--- config.mk ---
export PLATFORM = sky130hd
export DESIGN_NAME = multicycle_control_unit
export DESIGN_NICKNAME = d
export VERILOG_FILES = /design/src/rtl/cu_pkg.sv /design/src/rtl/cu_decoder.sv /design/src/rtl/multicycle_control_unit.sv
export SDC_FILE = /design/constraint.sdc
export NUM_CORES = 1
export LEC_CHECK = 0
export ABC_CLOCK_PERIOD_IN_PS = 7200
export CAP_MARGIN = 5
export CORE_MARGIN = 3
export CORE_UTILIZATION = 35
export DETAILED_ROUTE_END_ITERATION = 6
export GPL_TIMING_DRIVEN = 1
export PLACE_DENSITY = 0.93
export SLEW_MARGIN = 40
export SYNTH_ARGS = -nofsm -noshare
export SYNTH_HDL_FRONTEND = slang
export SYNTH_SLANG_ARGS = --single-unit
--- constraint.sdc ---
create_clock -name clk -period 7.2 [get_ports clk]
set_input_delay 1.08 -clock clk [delete_from_list [all_inputs] [get_ports clk]]
set_output_delay 1.08 -clock clk [all_outputs]
set_load 0.05 [all_outputs]
--- src/rtl/cu_pkg.sv ---
// Shared encodings for the multi-cycle RV32I control unit: opcodes, FSM states,
// datapath select codes and the instruction classes produced by the decoder.
package cu_pkg;

  localparam logic [6:0] OP_R      = 7'b0110011;
  localparam logic [6:0] OP_I_ALU  = 7'b0010011;
  localparam logic [6:0] OP_LOAD   = 7'b0000011;
  localparam logic [6:0] OP_STORE  = 7'b0100011;
  localparam logic [6:0] OP_BRANCH = 7'b1100011;
  localparam logic [6:0] OP_JAL    = 7'b1101111;
  localparam logic [6:0] OP_JALR   = 7'b1100111;
  localparam logic [6:0] OP_LUI    = 7'b0110111;

  typedef enum logic [2:0] {
    ST_RST       = 3'd0,
    ST_FETCH     = 3'd1,
    ST_DECODE    = 3'd2,
    ST_EXECUTE   = 3'd3,
    ST_MEMORY    = 3'd4,
    ST_WRITEBACK = 3'd5,
    ST_ERROR     = 3'd6
  } state_e;

  typedef enum logic [3:0] {
    ALU_ADD    = 4'd0,
    ALU_SUB    = 4'd1,
    ALU_SLL    = 4'd2,
    ALU_SLT    = 4'd3,
    ALU_SLTU   = 4'd4,
    ALU_XOR    = 4'd5,
    ALU_SRL    = 4'd6,
    ALU_SRA    = 4'd7,
    ALU_OR     = 4'd8,
    ALU_AND    = 4'd9,
    ALU_PASS_B = 4'd10
  } alu_op_e;

  typedef enum logic [2:0] {
    IMM_I = 3'd0,
    IMM_S = 3'd1,
    IMM_B = 3'd2,
    IMM_J = 3'd3,
    IMM_U = 3'd4
  } imm_type_e;

  typedef enum logic [1:0] {
    PC_PLUS4  = 2'd0,
    PC_BRANCH = 2'd1,
    PC_JALR   = 2'd2
  } pc_sel_e;

  typedef enum logic [3:0] {
    CL_R       = 4'd0,
    CL_I_ALU   = 4'd1,
    CL_LOAD    = 4'd2,
    CL_STORE   = 4'd3,
    CL_BRANCH  = 4'd4,
    CL_JAL     = 4'd5,
    CL_JALR    = 4'd6,
    CL_LUI     = 4'd7,
    CL_ILLEGAL = 4'd8
  } instr_class_e;

  // funct3[2] picks the lt flag over zero; funct3[0] inverts the sense (BNE/BGE/BGEU).
  function automatic logic branch_taken(input logic [2:0] funct3,
                                        input logic zero, input logic lt);
    return (funct3[2] ? lt : zero) ^ funct3[0];
  endfunction

endpackage

--- src/rtl/cu_decoder.sv ---
// Combinational RV32I decode: classifies the instruction and derives the ALU
// operation and immediate format used while it executes.
module cu_decoder
  import cu_pkg::*;
(
  input  logic [6:0]   i_opcode,
  input  logic [2:0]   i_funct3,
  input  logic [6:0]   i_funct7,
  output instr_class_e o_class,
  output alu_op_e      o_alucontrol,
  output imm_type_e    o_imm_type
);

  logic w_f7_zero;
  logic w_f7_alt;
  logic w_r_ok;
  logic w_shift_ok;

  assign w_f7_zero  = (i_funct7 == 7'b0000000);
  assign w_f7_alt   = (i_funct7 == 7'b0100000);
  // The alternate funct7 only exists for SUB/SRA (R) and SRAI (I).
  assign w_r_ok     = w_f7_zero || (w_f7_alt && (i_funct3 == 3'b000 || i_funct3 == 3'b101));
  assign w_shift_ok = w_f7_zero || (w_f7_alt && i_funct3 == 3'b101);

  function automatic alu_op_e alu_from_funct(input logic [2:0] f3, input logic alt);
    case (f3)
      3'b000:  return alt ? ALU_SUB : ALU_ADD;
      3'b001:  return ALU_SLL;
      3'b010:  return ALU_SLT;
      3'b011:  return ALU_SLTU;
      3'b100:  return ALU_XOR;
      3'b101:  return alt ? ALU_SRA : ALU_SRL;
      3'b110:  return ALU_OR;
      default: return ALU_AND;
    endcase
  endfunction

  always_comb begin
    o_class      = CL_ILLEGAL;
    o_alucontrol = ALU_ADD;
    o_imm_type   = IMM_I;
    case (i_opcode)
      OP_R: begin
        if (w_r_ok) begin
          o_class      = CL_R;
          o_alucontrol = alu_from_funct(i_funct3, i_funct7[5]);
        end
      end
      OP_I_ALU: begin
        if ((i_funct3 != 3'b001 && i_funct3 != 3'b101) || w_shift_ok) begin
          o_class      = CL_I_ALU;
          o_alucontrol = alu_from_funct(i_funct3, (i_funct3 == 3'b101) && i_funct7[5]);
        end
      end
      OP_LOAD: begin
        if (i_funct3 == 3'b010) o_class = CL_LOAD;
      end
      OP_STORE: begin
        if (i_funct3 == 3'b010) begin
          o_class    = CL_STORE;
          o_imm_type = IMM_S;
        end
      end
      OP_BRANCH: begin
        if (i_funct3[2:1] != 2'b01) begin
          o_class      = CL_BRANCH;
          o_imm_type   = IMM_B;
          o_alucontrol = !i_funct3[2] ? ALU_SUB : (!i_funct3[1] ? ALU_SLT : ALU_SLTU);
        end
      end
      OP_JAL: begin
        o_class    = CL_JAL;
        o_imm_type = IMM_J;
      end
      OP_JALR: begin
        if (i_funct3 == 3'b000) o_class = CL_JALR;
      end
      OP_LUI: begin
        o_class      = CL_LUI;
        o_imm_type   = IMM_U;
        o_alucontrol = ALU_PASS_B;
      end
      default: ;
    endcase
  end

endmodule

--- src/rtl/multicycle_control_unit.sv ---
// Multi-cycle RV32I control FSM: sequences FETCH..WRITEBACK, waits on the memory
// ready handshake with an optional timeout, and halts in ERROR on faults.
module multicycle_control_unit
  import cu_pkg::*;
#(
  parameter int MEM_HANDSHAKE  = 1,
  parameter int TIMEOUT_CYCLES = 0
)
(
  input  logic        clk,
  input  logic        rst_n,
  input  logic [31:0] instruction,
  input  logic        zero,
  input  logic        lt,
  input  logic        mem_ready,
  output logic        regwrite,
  output logic        memread,
  output logic        memwrite,
  output logic        memtoreg,
  output logic        link,
  output logic        alusrc,
  output logic        ir_write,
  output logic        pc_write,
  output logic [1:0]  pc_sel,
  output logic [2:0]  imm_type,
  output logic [3:0]  alucontrol,
  output logic [2:0]  state_o,
  output logic        error
);

  localparam int CW = (TIMEOUT_CYCLES > 0) ? $clog2(TIMEOUT_CYCLES + 1) : 1;
  localparam logic [CW:0] TO_LIMIT = TIMEOUT_CYCLES[CW:0];

  state_e       r_state;
  state_e       w_next;
  logic [CW-1:0] r_wait_cnt;
  logic [CW:0]  w_cnt_inc;
  instr_class_e w_class;
  alu_op_e      w_alu;
  imm_type_e    w_imm;
  logic         w_waiting;
  logic         w_ready;
  logic         w_timeout;
  logic         w_taken;
  logic         w_unused_fields;

  cu_decoder u_decoder (
    .i_opcode     (instruction[6:0]),
    .i_funct3     (instruction[14:12]),
    .i_funct7     (instruction[31:25]),
    .o_class      (w_class),
    .o_alucontrol (w_alu),
    .o_imm_type   (w_imm)
  );

  // Register and rd fields are consumed by the datapath, not by control.
  assign w_unused_fields = ^{instruction[24:15], instruction[11:7]};

  assign w_waiting = (r_state == ST_FETCH) || (r_state == ST_MEMORY);
  assign w_ready   = (MEM_HANDSHAKE == 0) || mem_ready;
  assign w_taken   = branch_taken(instruction[14:12], zero, lt);
  assign w_cnt_inc = {1'b0, r_wait_cnt} + {{CW{1'b0}}, 1'b1};
  // The count includes the current cycle, so a ready in this cycle still wins.
  assign w_timeout = (TIMEOUT_CYCLES > 0) && (MEM_HANDSHAKE != 0) && w_waiting &&
                     !mem_ready && (w_cnt_inc == TO_LIMIT);

  always_ff @(posedge clk or negedge rst_n) begin
    if (!rst_n) begin
      r_state <= ST_RST;
    end else begin
      r_state <= w_next;
    end
  end

  always_ff @(posedge clk or negedge rst_n) begin
    if (!rst_n) begin
      r_wait_cnt <= '0;
    end else if (w_next != r_state) begin
      r_wait_cnt <= '0;
    end else if (w_waiting && !mem_ready) begin
      r_wait_cnt <= w_cnt_inc[CW-1:0];
    end
  end

  always_comb begin
    w_next = r_state;
    case (r_state)
      ST_RST:    w_next = ST_FETCH;
      ST_FETCH: begin
        if (w_ready)        w_next = ST_DECODE;
        else if (w_timeout) w_next = ST_ERROR;
      end
      ST_DECODE: w_next = (w_class == CL_ILLEGAL) ? ST_ERROR : ST_EXECUTE;
      ST_EXECUTE: begin
        case (w_class)
          CL_R, CL_I_ALU, CL_LUI:      w_next = ST_WRITEBACK;
          CL_LOAD, CL_STORE:           w_next = ST_MEMORY;
          CL_BRANCH, CL_JAL, CL_JALR:  w_next = ST_FETCH;
          default:                     w_next = ST_ERROR;
        endcase
      end
      ST_MEMORY: begin
        if (w_ready)        w_next = (w_class == CL_LOAD) ? ST_WRITEBACK : ST_FETCH;
        else if (w_timeout) w_next = ST_ERROR;
      end
      ST_WRITEBACK: w_next = ST_FETCH;
      ST_ERROR:     w_next = ST_ERROR;
      default:      w_next = ST_ERROR;
    endcase
  end

  always_comb begin
    regwrite   = 1'b0;
    memread    = 1'b0;
    memwrite   = 1'b0;
    memtoreg   = 1'b0;
    link       = 1'b0;
    alusrc     = 1'b0;
    ir_write   = 1'b0;
    pc_write   = 1'b0;
    pc_sel     = PC_PLUS4;
    imm_type   = IMM_I;
    alucontrol = ALU_ADD;
    error      = 1'b0;
    case (r_state)
      ST_FETCH: begin
        memread = 1'b1;
        if (w_ready) begin
          ir_write = 1'b1;
          pc_write = 1'b1;
          pc_sel   = PC_PLUS4;
        end
      end
      ST_EXECUTE: begin
        imm_type   = w_imm;
        alucontrol = w_alu;
        case (w_class)
          CL_I_ALU, CL_LOAD, CL_STORE, CL_LUI: alusrc = 1'b1;
          CL_BRANCH: begin
            if (w_taken) begin
              pc_write = 1'b1;
              pc_sel   = PC_BRANCH;
            end
          end
          CL_JAL: begin
            regwrite = 1'b1;
            link     = 1'b1;
            pc_write = 1'b1;
            pc_sel   = PC_BRANCH;
          end
          CL_JALR: begin
            regwrite = 1'b1;
            link     = 1'b1;
            pc_write = 1'b1;
            pc_sel   = PC_JALR;
          end
          default: ;
        endcase
      end
      ST_MEMORY: begin
        memread  = (w_class == CL_LOAD);
        memwrite = (w_class == CL_STORE);
      end
      ST_WRITEBACK: begin
        regwrite = 1'b1;
        memtoreg = (w_class == CL_LOAD);
      end
      ST_ERROR: error = 1'b1;
      default: ;
    endcase
  end

  assign state_o = r_state;

endmodule

==> summary.txt, run 1 <==
Outcome
  – Status: finished, final reports clean

Placement
  – Half-perimeter wire length of the detailed placement result: 2132 µm
  – # port buffers: 42
  – Worst slack after detailed placement: 1.966 ns
  – Last weighted congestion value of the routability-driven placer: 0.8702

Yosys
  – Area of the mapped netlist: between 800 and 900 µm²
  – Async set-reset flop share out of synthesis: 100.0%
  – Net count after synthesis: 165
  – Compound-Gate Fraction of Synth Area: 28.72%
  – Adder and majority gate portion of the synthesized area: 0%
  – Synth Warn #: 0
  – Post-synthesis instance total: 128
  – Xor/xnor share of the synthesized area: 2.128%
  – Number of synthesized flops with an enable pin: 0
  – #FFs+latches synth: 3
  – Most used flip-flop cell after synthesis: sky130_fd_sc_hd__dfrtp_1
  – Sequential cell area fraction in the yosys report: a little under a tenth
  – Largest family of logic cells by synthesized area: simple AND/OR/NAND/NOR gates
  – Synthesized area per cell: between 6 and 7 µm²
  – Unique cell type count in the Yosys netlist: 47
  – Simple-gate share of the synthesized area: about 50%
  – Post-synthesis mux area share: between 2 and 3%

Setup path
  – Category of the worst setup path capture point: primary output
  – Required time at the worst-slack endpoint: 6.12 ns
  – Critical R2R Capture: state_o[2]$_DFFE_PN0P_
  – Length in cells of the worst reg-to-reg path: 4
  – Setup crit start: instruction[13]
  – Capture point of the worst path: alusrc
  – Arr. time, crit path: 4.23 ns
  – Worst setup path class: input port to primary output
  – Reg2Reg Setup Slack: 5.85 ns
  – Beginning of the worst register-to-register path: state_o[1]$_DFFE_PN0P_
  – Crit Path Max Fanout: 13
  – Sort of element at the start of the critical path: input port

Layout
  – Area taken by flip-flops and latches: roughly 75 µm²
  – Area growth from synthesis to layout: 53.34%
  – Flip-flop count of the largest register after layout: 3
  – Leading cell types in the layout, fill and taps excluded: 42 x sky130_fd_sc_hd__clkdlybuf4s50_1, 18 x sky130_fd_sc_hd__nor2_1, 9 x sky130_fd_sc_hd__nand2_1, 9 x sky130_fd_sc_hd__a21oi_1, 8 x sky130_fd_sc_hd__o21ai_0
  – Leading cell type in the layout, fill and taps excluded: sky130_fd_sc_hd__clkdlybuf4s50_1
  – Footprint of the multi-input gates: 684.4 µm²
  – Antenna diode instance count: 0
  – Fraction of final layout cells sized beyond drive strength 1: 6.587%
  – Filler Cell Count: 192
  – Final nets: 205

Clock network
  – Number of buffers added by the clock tree synthesis step: 3
  – CTS H-Tree Depth: 1
  – CTS clk-pin slew, worst paths: 0.03 ns
  – Post-CTS Resized: 0
  – Maximum buffer depth of the clock tree: 2
  – Insertion delay of the later-clocked pin in the worst-skew pair: 0.23 ns
  – Clock tree from TritonCTS: yes
  – Clock tree sinks: 3
  – Cts hold-fix bufs: 0
  – Buffers inserted during post-CTS setup optimization: 0
  – CTS root buffer: sky130_fd_sc_hd__clkbuf_4

Detailed routing
  – Final wirelength: 2686 µm
  – Remaining routing DRC violations: 0
  – Number of search-and-repair iterations in the first detailed-routing pass: 4
  – Detailed-route via count: ~1,100
  – DRT iter0 DRCs: 40
  – Drt via density: 5.789
  – Average routed wire per standard cell: 13.85 µm
  – Antenna-violating nets left: 0

Floorplan
  – Height of the chip: 54.50 µm
  – # rows: 16
  – Die outline width: about 55 µm
  – Number of top-level pins: 58
  – Initial core utilization: 39.54%
  – Die Footprint: 0.002970 mm²
  – Core region area: 0.002082 mm²

Worst hold path
  – Type of the tightest min-delay check: flop to flop

Global routing
  – Number of antenna violations at the first check in global routing: 0
  – GRT Resource Usage Total: 18.56%
  – GR Util met1: approximately a quarter
  – Largest net degree at the start of global routing: 15
  – Met2 capacity usage during global routing: 31.67%
  – Top Usage Layer GRT: met2
  – First-pass GRT wire length: between 4000 and 5000 µm
  – Via count of the first global-routing pass: 954
  – GRT overflow: 0
  – GR Layer Usage met3: about 3.3%

Timing
  – Highest Clock Rate: 188.5 MHz
  – Final-report hold violation count: 0
  – Clock period minus final worst setup slack: 5.306 ns
  – Final setup vio count: 0
  – Hold Worst Slack: between 0.6 and 0.7 ns
  – Slew at the pin with the worst max-slew slack: around 0.52 ns
  – Final worst slack: 1.894 ns
  – Setup repair after global routing missed its margin: false
  – Accumulated negative setup slack: 0 ns
  – Final count of pins violating max slew: 0
  – Worst clock skew: 0.003130 ns
  – Period utilization: 73.69%
  – Headroom to the max-slew limit: 64.54%

Power
  – Max IR drop VDD: 0.0001685 V
  – Areal power density over the cells: 160.4 mW/mm²
  – Static leakage power: 0.0004426 µW

Run
  – Max-capacitance violation count: 0
## routing by layer
layer / up-vias / part of all wire, %
li1: 554 / -
met1: 519 / 44
met2: 48 / 50
met3: 2 / 6.0
met4: 0 / 0.52
met5: - / 0
## metrics by stage
stage               cell area (µm²)  utilization (%)  instances  total power, µW
floorplan                     823.3                -        128            124.0
global placement               1236            59.38        190            169.6
detailed placement             1236            59.38        190            173.0
CTS                            1262            60.64        194            202.7
global route                   1262            60.64        194            214.6
finish                         1262            60.64        194            202.5
## cells in the mapped netlist (all sizes together), types with 2 or more instances
cell type / count / area (µm²)
a2111oi: 3 / 26.28
a21oi: 9 / 45.04
a31oi: 2 / 12.51
and2: 2 / 12.51
and3: 4 / 30.03
buf: 2 / 22.52
clkbuf: 5 / 18.77
dfrtp: 3 / 75.07
inv: 6 / 22.52
nand2: 10 / 40.04
nand2b: 5 / 31.28
nand3: 6 / 30.03
nand3b: 3 / 22.52
nor2: 18 / 67.56
nor2b: 2 / 12.51
nor3: 3 / 15.01
nor4: 4 / 25.02
o21ai: 8 / 40.04
o31ai: 2 / 15.01
or2: 5 / 31.28
or3: 2 / 12.51
or3b: 3 / 28.78
## cell families (layout without fill, tap and decap cells)
family / Yosys count / after routing
XOR/XNOR: 2 / 2
buffers and inverters: 13 / 52
flip-flops: 3 / 3
AND/OR/NAND/NOR: 72 / 72
multiplexers: 2 / 2
AO/OA/AOI/OAI: 36 / 36
## critical path: stages
cell	delay [ns]
sky130_fd_sc_hd__clkdlybuf4s50_1	0.72
sky130_fd_sc_hd__or3b_4	0.45
sky130_fd_sc_hd__or4_4	0.55
sky130_fd_sc_hd__a2111oi_0	0.51
sky130_fd_sc_hd__clkdlybuf4s50_1	0.91
## worst min path at each step
stage	cells past startpoint	start	slack [ns]	to
floorplan	0	rst_n	0.78	state_o[0]$_DFFE_PN0P_
global placement	2	state_o[1]$_DFFE_PN0P_	0.63	state_o[1]$_DFFE_PN0P_
detailed placement	2	state_o[1]$_DFFE_PN0P_	0.65	state_o[1]$_DFFE_PN0P_
CTS	2	state_o[1]$_DFFE_PN0P_	0.65	state_o[1]$_DFFE_PN0P_
global route	2	state_o[1]$_DFFE_PN0P_	0.71	state_o[1]$_DFFE_PN0P_
finish	2	state_o[1]$_DFFE_PN0P_	0.66	state_o[1]$_DFFE_PN0P_
## where the power goes
group | switching (µW) | internal, µW | leakage, µW | total [µW]
clock | 8.10 | 20.7 | 0.0000150 | 28.8
sequential | 13.1 | 23.7 | 0.0000340 | 36.8
combinational | 85.2 | 51.7 | 0.000394 | 137
## final cells by class
class | instances | area share [%]
Multi-Input combinational cell | 112 | 54.21
Timing Repair Buffer | 42 | 33.30
Sequential cell | 3 | 5.946
Tap cell | 27 | 2.676
Clock buffer | 4 | 2.081
Inverter | 6 | 1.784
Note: power is estimated with default switching activity, not from simulation.
==> inputs of run 2 (changes only) <==
--- a/config.mk
+++ b/config.mk
@@ -5,13 +5,13 @@
 export SDC_FILE = /design/constraint.sdc
 export NUM_CORES = 1
 export LEC_CHECK = 0
-export ABC_CLOCK_PERIOD_IN_PS = 7200
+export ABC_CLOCK_PERIOD_IN_PS = 4400
 export CAP_MARGIN = 5
 export CORE_MARGIN = 3
-export CORE_UTILIZATION = 35
+export CORE_UTILIZATION = 32
 export DETAILED_ROUTE_END_ITERATION = 6
 export GPL_TIMING_DRIVEN = 1
-export PLACE_DENSITY = 0.93
+export PLACE_DENSITY = 0.9
 export SLEW_MARGIN = 40
 export SYNTH_ARGS = -nofsm -noshare
 export SYNTH_HDL_FRONTEND = slang
==> constraint.sdc (replaced) <==
create_clock -name clk -period 4.4 [get_ports clk]
set_input_delay 0.66 -clock clk [delete_from_list [all_inputs] [get_ports clk]]
set_output_delay 0.66 -clock clk [all_outputs]
set_load 0.05 [all_outputs]
==> run 2 against run 1 <==
Effect of this change: critical path depth rose by 2; die area rose by 8.3%; count of clock-buffer cells in the layout did not move; first-iteration DRC count rose by 55%; routed wire length rose by 1.9%; sequential power rose by 65%; global-route usage fell by 0.99 points; sequential share of layout area fell by 0.070 points; cell area rose by 1.2%; clock skew rose by 0.00095 ns; critical path type unchanged; largest cell class unchanged.
==> summary.txt, run 2 (synthesized netlist as in run 1, its figures left out) <==
Clock network
  – Cts hold-fix bufs: 0 (unchanged)
  – Clock tree sinks: 3 (unchanged)
  – CTS H-Tree Depth: 1 (unchanged)
  – Maximum buffer depth of the clock tree: 2 (unchanged)
  – Clock tree from TritonCTS: yes
  – Buffers inserted during post-CTS setup optimization: 0 (unchanged)
  – CTS clk-pin slew, worst paths: 0.04 ns (about the same)
  – Post-CTS Resized: 0 (unchanged)
  – Number of buffers added by the clock tree synthesis step: 3 (unchanged)
  – CTS root buffer: sky130_fd_sc_hd__clkbuf_4
  – Insertion delay of the later-clocked pin in the worst-skew pair: 0.25 ns (+0.02 ns)

Timing
  – Accumulated negative setup slack: 0 ns (unchanged)
  – Highest Clock Rate: 255.4 MHz
  – Setup repair after global routing missed its margin: false
  – Worst clock skew: 0.004081 ns (+0.0009515 ns)
  – Period utilization: about 89%
  – Final setup vio count: 0 (unchanged)
  – Headroom to the max-slew limit: 61.75% (-2.8 points)
  – Clock period minus final worst setup slack: 3.916 ns
  – Slew at the pin with the worst max-slew slack: 0.5648 ns (+0.04120 ns)
  – Final count of pins violating max slew: 0 (unchanged)
  – Hold Worst Slack: 0.5878 ns (-0.07138 ns)
  – Final worst slack: 0.4844 ns (-1.410 ns)
  – Final-report hold violation count: 0 (unchanged)

Outcome
  – Status: finished, final reports clean

Detailed routing
  – Remaining routing DRC violations: 0 (unchanged)
  – Final wirelength: 2737 µm (+1.9%)
  – Average routed wire per standard cell: 13.75 µm (-0.66%)
  – DRT iter0 DRCs: 62 (+55%)
  – Drt via density: 5.683 (-1.8%)
  – Detailed-route via count: 1,131 (+0.71%)
  – Number of search-and-repair iterations in the first detailed-routing pass: 4 (unchanged)
  – Antenna-violating nets left: 0 (unchanged)

Layout
  – Number of standard cells in the layout, taps in and fillers out: 199 (+2.6%)
  – Leading cell type in the layout, fill and taps excluded: sky130_fd_sc_hd__clkdlybuf4s50_1
  – Antenna diode instance count: 0 (unchanged)
  – Flip-flop count of the largest register after layout: 3 (unchanged)
  – Fraction of final layout cells sized beyond drive strength 1: 12.87% (+6.3 points)
  – Area taken by flip-flops and latches: 75.07 µm² (unchanged)
  – Footprint of the multi-input gates: 685.7 µm² (+0.18%)
  – Filler Cell Count: 215 (+12%)
  – Final nets: 209 (+2.0%)
  – Leading cell types in the layout, fill and taps excluded: 35 x sky130_fd_sc_hd__clkdlybuf4s50_1, 18 x sky130_fd_sc_hd__nor2_1, 11 x sky130_fd_sc_hd__buf_4, 9 x sky130_fd_sc_hd__nand2_1, 9 x sky130_fd_sc_hd__a21oi_1
  – Area growth from synthesis to layout: 55.17%
  – Share of the core filled with cells in the final layout: 55.10% (-5.5 points)

Setup path
  – Worst setup path class: input port to primary output
  – Arr. time, crit path: 3.26 ns (-0.97 ns)
  – Sequence of cells on the critical path: clkdlybuf4s50_1 -> nand3b_1 -> nor2_1 -> a21boi_1 -> or2_2 -> and3_4 -> clkdlybuf4s50_1
  – Required time at the worst-slack endpoint: 3.74 ns (-2.38 ns)
  – Max stage delay on crit path: 0.80 ns (-0.11 ns)
  – Max stage delay cell, worst path: sky130_fd_sc_hd__clkdlybuf4s50_1
  – Category of the worst setup path capture point: primary output
  – Crit Path Max Fanout: 13 (unchanged)
  – Critical path's most frequent cell: sky130_fd_sc_hd__clkdlybuf4s50_1
  – Sort of element at the start of the critical path: input port

Placement
  – Half-perimeter wire length of the detailed placement result: 2145 µm (+0.61%)
  – Last weighted congestion value of the routability-driven placer: 0.8552 (-1.7%)
  – Worst slack after detailed placement: 0.5348 ns (-1.431 ns)
  – Placed Cells incl. Taps: 195 (+2.6%)
  – # port buffers: 42 (unchanged)

Power
  – Max IR drop VDD: 0.0003169 V (+88%)
  – Clk network pwr share: 16.0% (+1.8 points)
  – Sequential power share: 17.7% (-0.5 points)
  – Combinational group share of total power: 66.3% (-1.3 points)
  – P_sw: 184.0 µW (+73%)
  – Static leakage power: 0.0004762 µW (+7.6%)
  – Switching Share: 53.51% (+0.99 points)
  – Areal power density over the cells: 269.1 mW/mm² (+68%)
  – Internal power summed over all cells: 159.9 µW (+66%)

Global routing
  – First-pass GRT wire length: 4636 µm (+11%)
  – GRT Resource Usage Total: 17.57% (-0.99 points)
  – Number of antenna violations at the first check in global routing: 0 (unchanged)
  – Via count of the first global-routing pass: 1,079 (+13%)
  – GRT overflow: 0 (unchanged)
  – Largest net degree at the start of global routing: 14 (-1)

Floorplan
  – Initial core utilization: 35.51% (-4.0 points)
  – Core region area: 0.002318 mm² (+11%)
  – Number of top-level pins: 58 (unchanged)
  – Die outline width: 56.72 µm (+4.1%)
  – Height of the chip: 56.72 µm (+4.1%)
  – Die Footprint: 0.003217 mm² (+8.3%)
  – # rows: 17 (+1)

Run
  – Max-capacitance violation count: 0 (unchanged)

Worst hold path
  – Type of the tightest min-delay check: input port to asynchronous set/reset pin
[run 2: cell types whose count changed in the layout (fill, tap and decap cells not counted), sizes merged]
| cell | change |
|---|---|
| clkdlybuf4s50 | -7 |
| buf | +11 |
[run 2: power by group through the flow]
stage | clock, µW | combinational (µW) | sequential, µW
after floorplan | 0 | 112 | 91.3
after global placement | 0 | 222 | 59.1
after detailed placement | 0 | 226 | 60.7
after CTS | 54.2 | 227 | 60.2
after global routing | 58.2 | 240 | 64.4
final | 54.9 | 228 | 60.9
[run 2: final cells by class]
cell class	count	area share, %
multi-input cells	112	53.67
clock buffers	4	2.057
well taps	28	2.742
repair buffers	46	33.89
inverters	6	1.763
flip-flops and latches	3	5.877
[run 2: routing by layer]
| layer | routed length, µm | track usage (%) | vias up |
|---|---|---|---|
| met5 | 0 | 0 | - |
| met4 | 38 | 6.441 | 0 |
| met3 | 216 | 4.598 | 4 |
| met2 | 1309 | 29.04 | 62 |
| met1 | 1174 | 21.57 | 507 |
| li1 | - | - | 558 |
[run 2: path summary, 6_finish.rpt]
check | from | endpoint | slack [ns] | cells past startpoint
min in group clk | state_o[1]$_DFFE_PN0P_ | state_o[1]$_DFFE_PN0P_ | 0.66 | 2
setup reg to reg | state_o[1]$_DFFE_PN0P_ | state_o[2]$_DFFE_PN0P_ | 3.04 | 4
hold / removal | rst_n | state_o[2]$_DFFE_PN0P_ | 0.59 | 1
max in group asynchronous | rst_n | state_o[0]$_DFFE_PN0P_ | 3.67 | 1
setup / recovery | instruction[5] | pc_sel[0] | 0.48 | 7
hold reg to reg | state_o[1]$_DFFE_PN0P_ | state_o[1]$_DFFE_PN0P_ | 0.66 | 2
[run 2: worst max-delay path, delay by kind of cell]
family | cells | cell delay [ns]
simple gates | 4 | 0.82
compound gates | 1 | 0.24
buf+inv | 2 | 1.54
[run 2: through the flow]
stage	cell area, µm²	power [µW]
after floorplan	824.5	203.2
after global placement	1251	281.1
after detailed placement	1251	287.0
after CTS	1277	341.3
after global routing	1277	362.9
final	1277	343.8
